===== src/rtl/riscv_int_controller_pkg.sv =====
// Shared constants for the exception/interrupt controller: cause codes, IF PC mux
// selections, debug-settings bit positions and the handshake FSM state type.
package riscv_int_controller_pkg;

  localparam int DBG_SETS_W     = 6;
  localparam int DBG_SETS_IRQ   = 5;
  localparam int DBG_SETS_ECALL = 4;
  localparam int DBG_SETS_EILL  = 3;
  localparam int DBG_SETS_ELSU  = 2;
  localparam int DBG_SETS_EBRK  = 1;
  localparam int DBG_SETS_SSTE  = 0;

  // Load and store faults share one handler entry point.
  localparam logic [1:0] EXC_PC_ILLINSN = 2'b00;
  localparam logic [1:0] EXC_PC_ECALL   = 2'b01;
  localparam logic [1:0] EXC_PC_LOAD    = 2'b10;
  localparam logic [1:0] EXC_PC_STORE   = 2'b10;
  localparam logic [1:0] EXC_PC_IRQ     = 2'b11;

  localparam logic [5:0] EXC_CAUSE_ILLEGAL_INSN = 6'b0_00010;
  localparam logic [5:0] EXC_CAUSE_BREAKPOINT   = 6'b0_00011;
  localparam logic [5:0] EXC_CAUSE_LOAD_FAULT   = 6'b0_00101;
  localparam logic [5:0] EXC_CAUSE_STORE_FAULT  = 6'b0_00111;
  localparam logic [5:0] EXC_CAUSE_ECALL_MMODE  = 6'b0_01011;

  typedef enum logic {
    IDLE,
    WAIT_CTRL
  } exc_ctrl_state_e;

endpackage


===== src/rtl/riscv_irq_prio_enc.sv =====
// Combinational priority encoder: reports whether any line is set and the lowest set index.
module riscv_irq_prio_enc #(
  parameter int N_IRQ = 32
) (
  input  logic [N_IRQ-1:0] irq_i,
  output logic             valid_o,
  output logic [4:0]       idx_o
);

  always_comb begin
    valid_o = |irq_i;
    idx_o   = '0;
    for (int i = N_IRQ - 1; i >= 0; i--) begin
      if (irq_i[i]) idx_o = 5'(i);
    end
  end

endmodule


===== src/rtl/riscv_int_controller.sv =====
// Exception/interrupt arbiter with a req/ack handshake towards the core controller.
// state     | meaning
// IDLE      | outputs follow live arbitration; a request not acked this cycle is snapshotted
// WAIT_CTRL | request held from the snapshot until the controller acks
module riscv_int_controller
  import riscv_int_controller_pkg::*;
#(
  parameter int               N_IRQ    = 32,
  parameter logic [N_IRQ-1:0] IRQ_EDGE = '0
) (
  input  logic                  clk,
  input  logic                  rst,
  output logic                  req_o,
  input  logic                  ack_i,
  output logic                  trap_o,
  output logic [1:0]            pc_mux_o,
  output logic [4:0]            vec_pc_mux_o,
  input  logic [N_IRQ-1:0]      irq_i,
  input  logic [N_IRQ-1:0]      irq_mask_i,
  input  logic                  irq_enable_i,
  output logic                  irq_ack_o,
  output logic [4:0]            irq_id_o,
  input  logic                  ebrk_insn_i,
  input  logic                  illegal_insn_i,
  input  logic                  ecall_insn_i,
  input  logic                  lsu_load_err_i,
  input  logic                  lsu_store_err_i,
  output logic [5:0]            cause_o,
  output logic                  save_cause_o,
  input  logic [DBG_SETS_W-1:0] dbg_settings_i
);

  exc_ctrl_state_e  state_q, state_d;
  logic [N_IRQ-1:0] irq_q, irq_d;
  logic [N_IRQ-1:0] pending_q, pending_d;
  logic [5:0]       cause_q, cause_d;
  logic [1:0]       pc_mux_q, pc_mux_d;

  logic [N_IRQ-1:0] active;
  logic             irq_valid;
  logic [4:0]       irq_idx;
  logic             exc_any;
  logic             req_int;
  logic [5:0]       cause_arb;
  logic [1:0]       pc_mux_arb;

  assign active = ((IRQ_EDGE & pending_q) | (~IRQ_EDGE & irq_i)) & irq_mask_i
                  & {N_IRQ{irq_enable_i}};

  riscv_irq_prio_enc #(.N_IRQ(N_IRQ)) u_prio_enc (
    .irq_i   (active),
    .valid_o (irq_valid),
    .idx_o   (irq_idx)
  );

  assign exc_any = lsu_store_err_i | lsu_load_err_i | illegal_insn_i | ecall_insn_i;
  assign req_int = exc_any | irq_valid;

  always_comb begin
    cause_arb  = '0;
    pc_mux_arb = EXC_PC_ILLINSN;
    if (lsu_store_err_i) begin
      cause_arb  = EXC_CAUSE_STORE_FAULT;
      pc_mux_arb = EXC_PC_STORE;
    end else if (lsu_load_err_i) begin
      cause_arb  = EXC_CAUSE_LOAD_FAULT;
      pc_mux_arb = EXC_PC_LOAD;
    end else if (illegal_insn_i) begin
      cause_arb  = EXC_CAUSE_ILLEGAL_INSN;
      pc_mux_arb = EXC_PC_ILLINSN;
    end else if (ecall_insn_i) begin
      cause_arb  = EXC_CAUSE_ECALL_MMODE;
      pc_mux_arb = EXC_PC_ECALL;
    end else if (irq_valid) begin
      cause_arb  = {1'b1, irq_idx};
      pc_mux_arb = EXC_PC_IRQ;
    end else if (ebrk_insn_i) begin
      // Breakpoint never requests; the cause is only presented for the CSR.
      cause_arb  = EXC_CAUSE_BREAKPOINT;
    end
  end

  always_comb begin
    state_d  = state_q;
    cause_d  = cause_q;
    pc_mux_d = pc_mux_q;
    req_o    = 1'b0;
    cause_o  = cause_arb;
    pc_mux_o = pc_mux_arb;
    case (state_q)
      IDLE: begin
        req_o = req_int;
        if (req_int) begin
          cause_d  = cause_arb;
          pc_mux_d = pc_mux_arb;
          if (!ack_i) state_d = WAIT_CTRL;
        end
      end
      WAIT_CTRL: begin
        req_o    = 1'b1;
        cause_o  = cause_q;
        pc_mux_o = pc_mux_q;
        if (ack_i) state_d = IDLE;
      end
      default: state_d = IDLE;
    endcase
  end

  assign save_cause_o = req_o & ack_i;
  assign irq_ack_o    = save_cause_o & cause_o[5];
  assign irq_id_o     = cause_o[4:0];
  assign vec_pc_mux_o = cause_o[4:0];

  // A new edge on the line being acknowledged wins over the clear.
  always_comb begin
    irq_d     = irq_i;
    pending_d = pending_q;
    for (int i = 0; i < N_IRQ; i++) begin
      if (irq_ack_o && irq_id_o == 5'(i)) pending_d[i] = 1'b0;
    end
    pending_d = pending_d | (irq_i & ~irq_q & IRQ_EDGE);
  end

  assign trap_o = dbg_settings_i[DBG_SETS_SSTE]
                | ((|active) & dbg_settings_i[DBG_SETS_IRQ])
                | (ecall_insn_i & dbg_settings_i[DBG_SETS_ECALL])
                | (illegal_insn_i & dbg_settings_i[DBG_SETS_EILL])
                | ((lsu_load_err_i | lsu_store_err_i) & dbg_settings_i[DBG_SETS_ELSU])
                | (ebrk_insn_i & dbg_settings_i[DBG_SETS_EBRK]);

  always_ff @(posedge clk) begin
    if (rst) begin
      state_q   <= IDLE;
      irq_q     <= '0;
      pending_q <= '0;
      cause_q   <= '0;
      pc_mux_q  <= '0;
    end else begin
      state_q   <= state_d;
      irq_q     <= irq_d;
      pending_q <= pending_d;
      cause_q   <= cause_d;
      pc_mux_q  <= pc_mux_d;
    end
  end

endmodule


===== config.mk =====
export PLATFORM = sky130hd
export DESIGN_NAME = riscv_int_controller
export DESIGN_NICKNAME = d
export VERILOG_FILES = /design/src/rtl/riscv_int_controller_pkg.sv /design/src/rtl/riscv_irq_prio_enc.sv /design/src/rtl/riscv_int_controller.sv
export SDC_FILE = /design/constraint.sdc
export NUM_CORES = 1
export LEC_CHECK = 0
export ABC_AREA = 0
export BUFFER_PORTS_ARGS = -buffer_cell sky130_fd_sc_hd__buf_2
export CAP_MARGIN = 20
export CORE_UTILIZATION = 41
export DETAILED_ROUTE_END_ITERATION = 7
export PLACE_DENSITY = 0.83
export SLEW_MARGIN = 40
export SYNTH_ARGS = -nofsm -noshare
export SYNTH_HDL_FRONTEND = slang
export SYNTH_HIERARCHICAL = 1
export SYNTH_SLANG_ARGS = --single-unit
export TNS_END_PERCENT = 5

===== constraint.sdc =====
create_clock -name clk -period 5 [get_ports clk]
set_clock_uncertainty 0.05 [all_clocks]
set_input_delay 1 -clock clk [delete_from_list [all_inputs] [get_ports clk]]
set_output_delay 1 -clock clk [all_outputs]
set_load 0.005 [all_outputs]

# After elaboration in Yosys (flattened, before gate mapping)
# Index checks and enable logic that the tools add are counted.
word_totals:
  ff_bits: 9
  inputBits: 79
  output_inout_bits: 22
op_classes:
  muxes: 49
  bitwise: 19
  n_reduce_logical: 2
op_table:
  columns: ["op", "count"]
  rows:
  - ["5-bit 2-to-1 mux", 32]
  - ["32-bit bitwise AND", 2]
  - ["6-bit 2-to-1 mux", 6]
  - ["32-bit OR reduction", 1]
  - ["2-bit 2-to-1 mux", 7]
  - ["1-bit bitwise OR", 9]
  - ["1-bit bitwise AND", 7]
  - ["1-bit case mux with 2 select lines", 2]
  - ["1-bit 2-to-1 mux", 2]
  - ["2-bit AND reduction", 1]
  - ["1-bit inverter", 1]

# Logic depth before layout (Yosys ltp)
depth:
  ltp_word: 41
  depth_mapped: 14
  depth_no_buf: 10

# Hierarchy
# The synthesis kept the hierarchy.
by_module_without_submodules:
  columns: ["mod", "n_inst", "cells_each", "area_each_um2"]
  rows:
  - ["riscv_int_controller", 1, 140, 985.9]
  - ["riscv_irq_prio_enc", 1, 65, 385.4]

# Worst setup path before layout
# No wires, ideal clock.
synth_path:
  kind: "input port to output port"
  startpoint: "in irq_enable_i"
  endpoint: "out irq_id_o[1]"
  arrival_time_ns: 3.279
  required_ns: 3.950
  setup_slack_ns: 0.671
  path_stages: 13
  n_path_buf: 4
  cell_sequence: "clkbuf_1 > clkbuf_1 > and3_1 > or4_4 > nor3_2 > nand4_1 > buf_6 > nor2b_1 > a21oi_1 > a21oi_1 > nor3_1 > a21oi_1 > buf_4"
synth_lines:
  columns: ["element", "line", "rtl"]
  rows:
  - ["from (decl)", "riscv_int_controller.sv:20", "input logic irq_enable_i,"]
  - ["32-bit bitwise AND", "riscv_int_controller.sv:48", "& {N_IRQ{irq_enable_i}};"]
  - ["via active[19]", "riscv_int_controller.sv:39", "logic [N_IRQ-1:0] active;"]
  - ["32-bit OR reduction", "riscv_irq_prio_enc.sv:11", "valid_o = |irq_i;"]
  - ["via irq_valid", "riscv_int_controller.sv:40", "logic irq_valid;"]
  - ["6-bit 2-to-1 mux", "riscv_int_controller.sv:74", "end else if (irq_valid) begin"]
  - ["6-bit 2-to-1 mux", "riscv_int_controller.sv:71", "end else if (ecall_insn_i) begin"]
  - ["6-bit 2-to-1 mux", "riscv_int_controller.sv:68", "end else if (illegal_insn_i) begin"]
  - ["6-bit 2-to-1 mux", "riscv_int_controller.sv:65", "end else if (lsu_load_err_i) begin"]
  - ["6-bit 2-to-1 mux", "riscv_int_controller.sv:62", "if (lsu_store_err_i) begin"]
  - ["6-bit 2-to-1 mux", "riscv_int_controller.sv:90", "case (state_q)"]
  - ["to (decl)", "riscv_int_controller.sv:22", "output logic [4:0] irq_id_o,"]
# The timed path passes the listed nets, and every way through them passes these cells.

# Final worst setup path
layout_path:
  startpoint: "in irq_enable_i"
  endpoint: "out irq_ack_o"
layout_between:
  elab_chain_len: 9
layout_lines:
  columns: ["element", "line", "rtl"]
  rows:
  - ["32-bit bitwise AND *", "riscv_int_controller.sv:48", null]
  - ["via active[19]", "riscv_int_controller.sv:39", null]
  - ["32-bit OR reduction *", "riscv_irq_prio_enc.sv:11", null]
  - ["via irq_valid", "riscv_int_controller.sv:40", null]
  - ["6-bit 2-to-1 mux", "riscv_int_controller.sv:74", null]
  - ["6-bit 2-to-1 mux", "riscv_int_controller.sv:71", null]
  - ["6-bit 2-to-1 mux", "riscv_int_controller.sv:68", null]
  - ["6-bit 2-to-1 mux", "riscv_int_controller.sv:65", null]
  - ["6-bit 2-to-1 mux", "riscv_int_controller.sv:62", null]
  - ["6-bit 2-to-1 mux", "riscv_int_controller.sv:90", null]
  - ["1-bit bitwise AND *", "riscv_int_controller.sv:110", "assign irq_ack_o = save_cause_o & cause_o[5];"]
  - ["to (decl)", "riscv_int_controller.sv:21", "output logic irq_ack_o,"]
# The timed path passes the listed nets; every way through them passes the cells marked *.

==> qor.yml <==
critical_path.slowest_cell: "sky130_fd_sc_hd__or4_4"
wl_per_cell_um: 13.02
synth.top_cell.area_share: 0.1460
worst_setup_path_start_kind: "input port"
die_h_um: 59.84
pin_count: 101
clock_tree_from_tritoncts: "yes"
floorplan.core_area_mm2: 0.003103
detail_route.iter0.violations: 108
cellLeakagePower_nw: 0.9824
critical-path-max-stage-delay_ns: 0.56
tritoncts_num_sinks: 9
port_buffers: 100
setup_violations_final: 0
max_freq_ghz: 0.2180
relSlewSlack: 0.6312
clock_path_buffers: 2
layout.cells.most_common: "sky130_fd_sc_hd__buf_2"
final_min_period_over_clock_period: 0.9173
detailedPlacementHpwl_um: 3711
power_per_cell_area_mw_per_mm2: 148.6
biggest_area_consumer_among_synthesized_cells: "sky130_fd_sc_hd__and3_1"
pre_cts_slack_ns: 0.4543
number_of_standard_cells_after_synthesis: 205
numPlacedInstances: 333
grt.overflow.total: 0
critPathCaptureType: "output port"
timing_hold_violations_final: 0
synth_edf_count: 0
finalWorstSetupSlack_ns: 0.4136
post-cts-setup-buffer-count: 0
grt_max_degree: 35
stdcell_count: 337
cts_htree_levels: 1
synth.top_cells.by_area: "sky130_fd_sc_hd__and3_1, sky130_fd_sc_hd__dfxtp_1, sky130_fd_sc_hd__nor2_1"
detail_route.drc_violations: 0
fillers: 336
quantity_of_gates_resized_following_cts: 0
layout-area-overhead-vs-synth_pct: 34.76
syn-mean-instance-area_um2: 6.689
postSynthRegisterBits: 9
num_vias: 1929
cts_hold_buf: 0
drt_pass1_iterations: 7
initial_core_util: 0.4419
worst_min_delay_path_startpoint: "cause_q[3]"
grt_pass1_vias: 1714
run_status: "completed"
critPathLaunch: "irq_enable_i"
ant_nets: 0
critical_path_peak_fanout: 34
yosysWarningCount: 6
grt_first_pass_wirelength_um: 6934
seq_area_frac_synth: 0.1314
standard_cell_rows: 20
synth_cell_types: 42
ys_dominant_reg_cell: "sky130_fd_sc_hd__dfxtp_1"
unrepaired_setup_endpoints_after_global_routing: "false"
numCtsBuffers: 3
layout.area.seq_um2: 180.2
synth_nets: 284
drive_gt1_frac: 0.3959
ctsRootBufferMaster: "sky130_fd_sc_hd__clkbuf_4"
vias_per_cell: 5.724
ys_async_sr_fraction: 0
die_area_mm2: 0.003580
timing.final.crit_period_ns: 4.586
critical_path_required_ns: 3.95
worst-endpoint-arrival_ns: 3.54
chain_of_cells_forming_the_critical_path: "buf_2 > and3_1 > or4_4 > nor3_2 > nand4_1 > nor3_1 > nand2_1 > and2_1 > and2_1 > buf_2"
clkTransAtPathRegs_ns: 0.05
setup.worst_path.class: "in2out"
grt_use_total: 0.2539
gp_congestion: 0.9943
worstMarginPinSlew_ns: 0.5482
max-vdd-ir-drop_mv: 0.09440
mostFrequentLayoutCells: "sky130_fd_sc_hd__buf_2, sky130_fd_sc_hd__and3_1, sky130_fd_sc_hd__nor2_1"
nNetsFinal: 373
finalWirelength_um: 4389
syn-cell-area_mm2: 0.001371
fp.dieW_um: 59.84
number_of_antenna_violations_at_the_first_check_in_global_routing: 0
max_cap_violations: 0
drv_slew: 0
diodes: 0
worst_skew_pair.late_latency_ns: 0.27
fin_tns_setup_ns: 0
multi_input_comb_area_mm2: 0.001056
worst_r2r_src: "state_q"
min-delay-path-class: "reg2reg"
[synth_stat cells, drive strengths merged (3+ instances only)]
master / number
nand2: 10
buf: 12
and2: 3
nor4: 9
a21oi: 18
nor3: 12
a22oi: 11
o21ai: 5
a21o: 5
inv: 8
or4: 4
nor2b: 3
clkbuf: 4
and3: 32
dfxtp: 9
o31ai: 4
a211oi: 4
nor2: 28
[worst paths after layout]
check                     to  slack [ns]  cells after the start
hold / removal    cause_q[3]        0.44                      2
setup reg to reg  cause_q[3]        3.50                      5
hold reg to reg   cause_q[3]        0.44                      2
setup / recovery   irq_ack_o        0.41                     10
[worst max-delay path, delay by kind of cell]
family | cells | cell delay [ns]
buf+inv | 2 | 0.35
simple gates | 8 | 2.18
[report_power, final]
group	total [mW]	switching, mW	internal, mW
Clock	0.0566	0.0258	0.0308
Sequential	0.0791	0.00352	0.0756
Combinational	0.139	0.0703	0.0686
Total	0.275	0.0997	0.175
[cell families after synthesis]
logic type | synth area share
muxes | 0.01642
AOI/OAI and AO/OA | 0.2984
buffers and inverters | 0.09853
and+or+nand+nor | 0.4553
DFF | 0.1314
[through the flow]
| step | util | cell area [µm²] | hold slack [ns] | total power, mW |
|---|---|---|---|---|
| CTS | 0.5956 | 1848 | 0.4417 | 0.2742 |
| detailed placement | 0.5871 | 1822 | 0.4282 | 0.2172 |
| global route | 0.5956 | 1848 | 0.4648 | 0.2953 |
| global placement | 0.5871 | 1822 | 0.4170 | 0.2151 |
| floorplan | - | 1371 | 0.3997 | 0.1652 |
| finish | 0.5956 | 1848 | 0.4351 | 0.2747 |
[cell type report]
cell class,count,share of cell area
inverter,8,0.01625
timing repair buffer,100,0.2708
clock buffer,4,0.01422
tap,44,0.02979
multi-input combinational,172,0.5714
sequential,9,0.09750
[registers in the layout (all words and copies together), names as in the netlist]
name	flops
cause_q	6
pc_mux_q	2
state_q	1
[layer usage]
metal,vias up,GRT usage,part of all wire
li1,956,-,-
met1,848,0.2965,0.39
met2,109,0.4429,0.50
met3,16,0.06061,0.080
met4,0,0.09967,0.024
met5,-,0,0
Power figures use the tool's default switching activity.
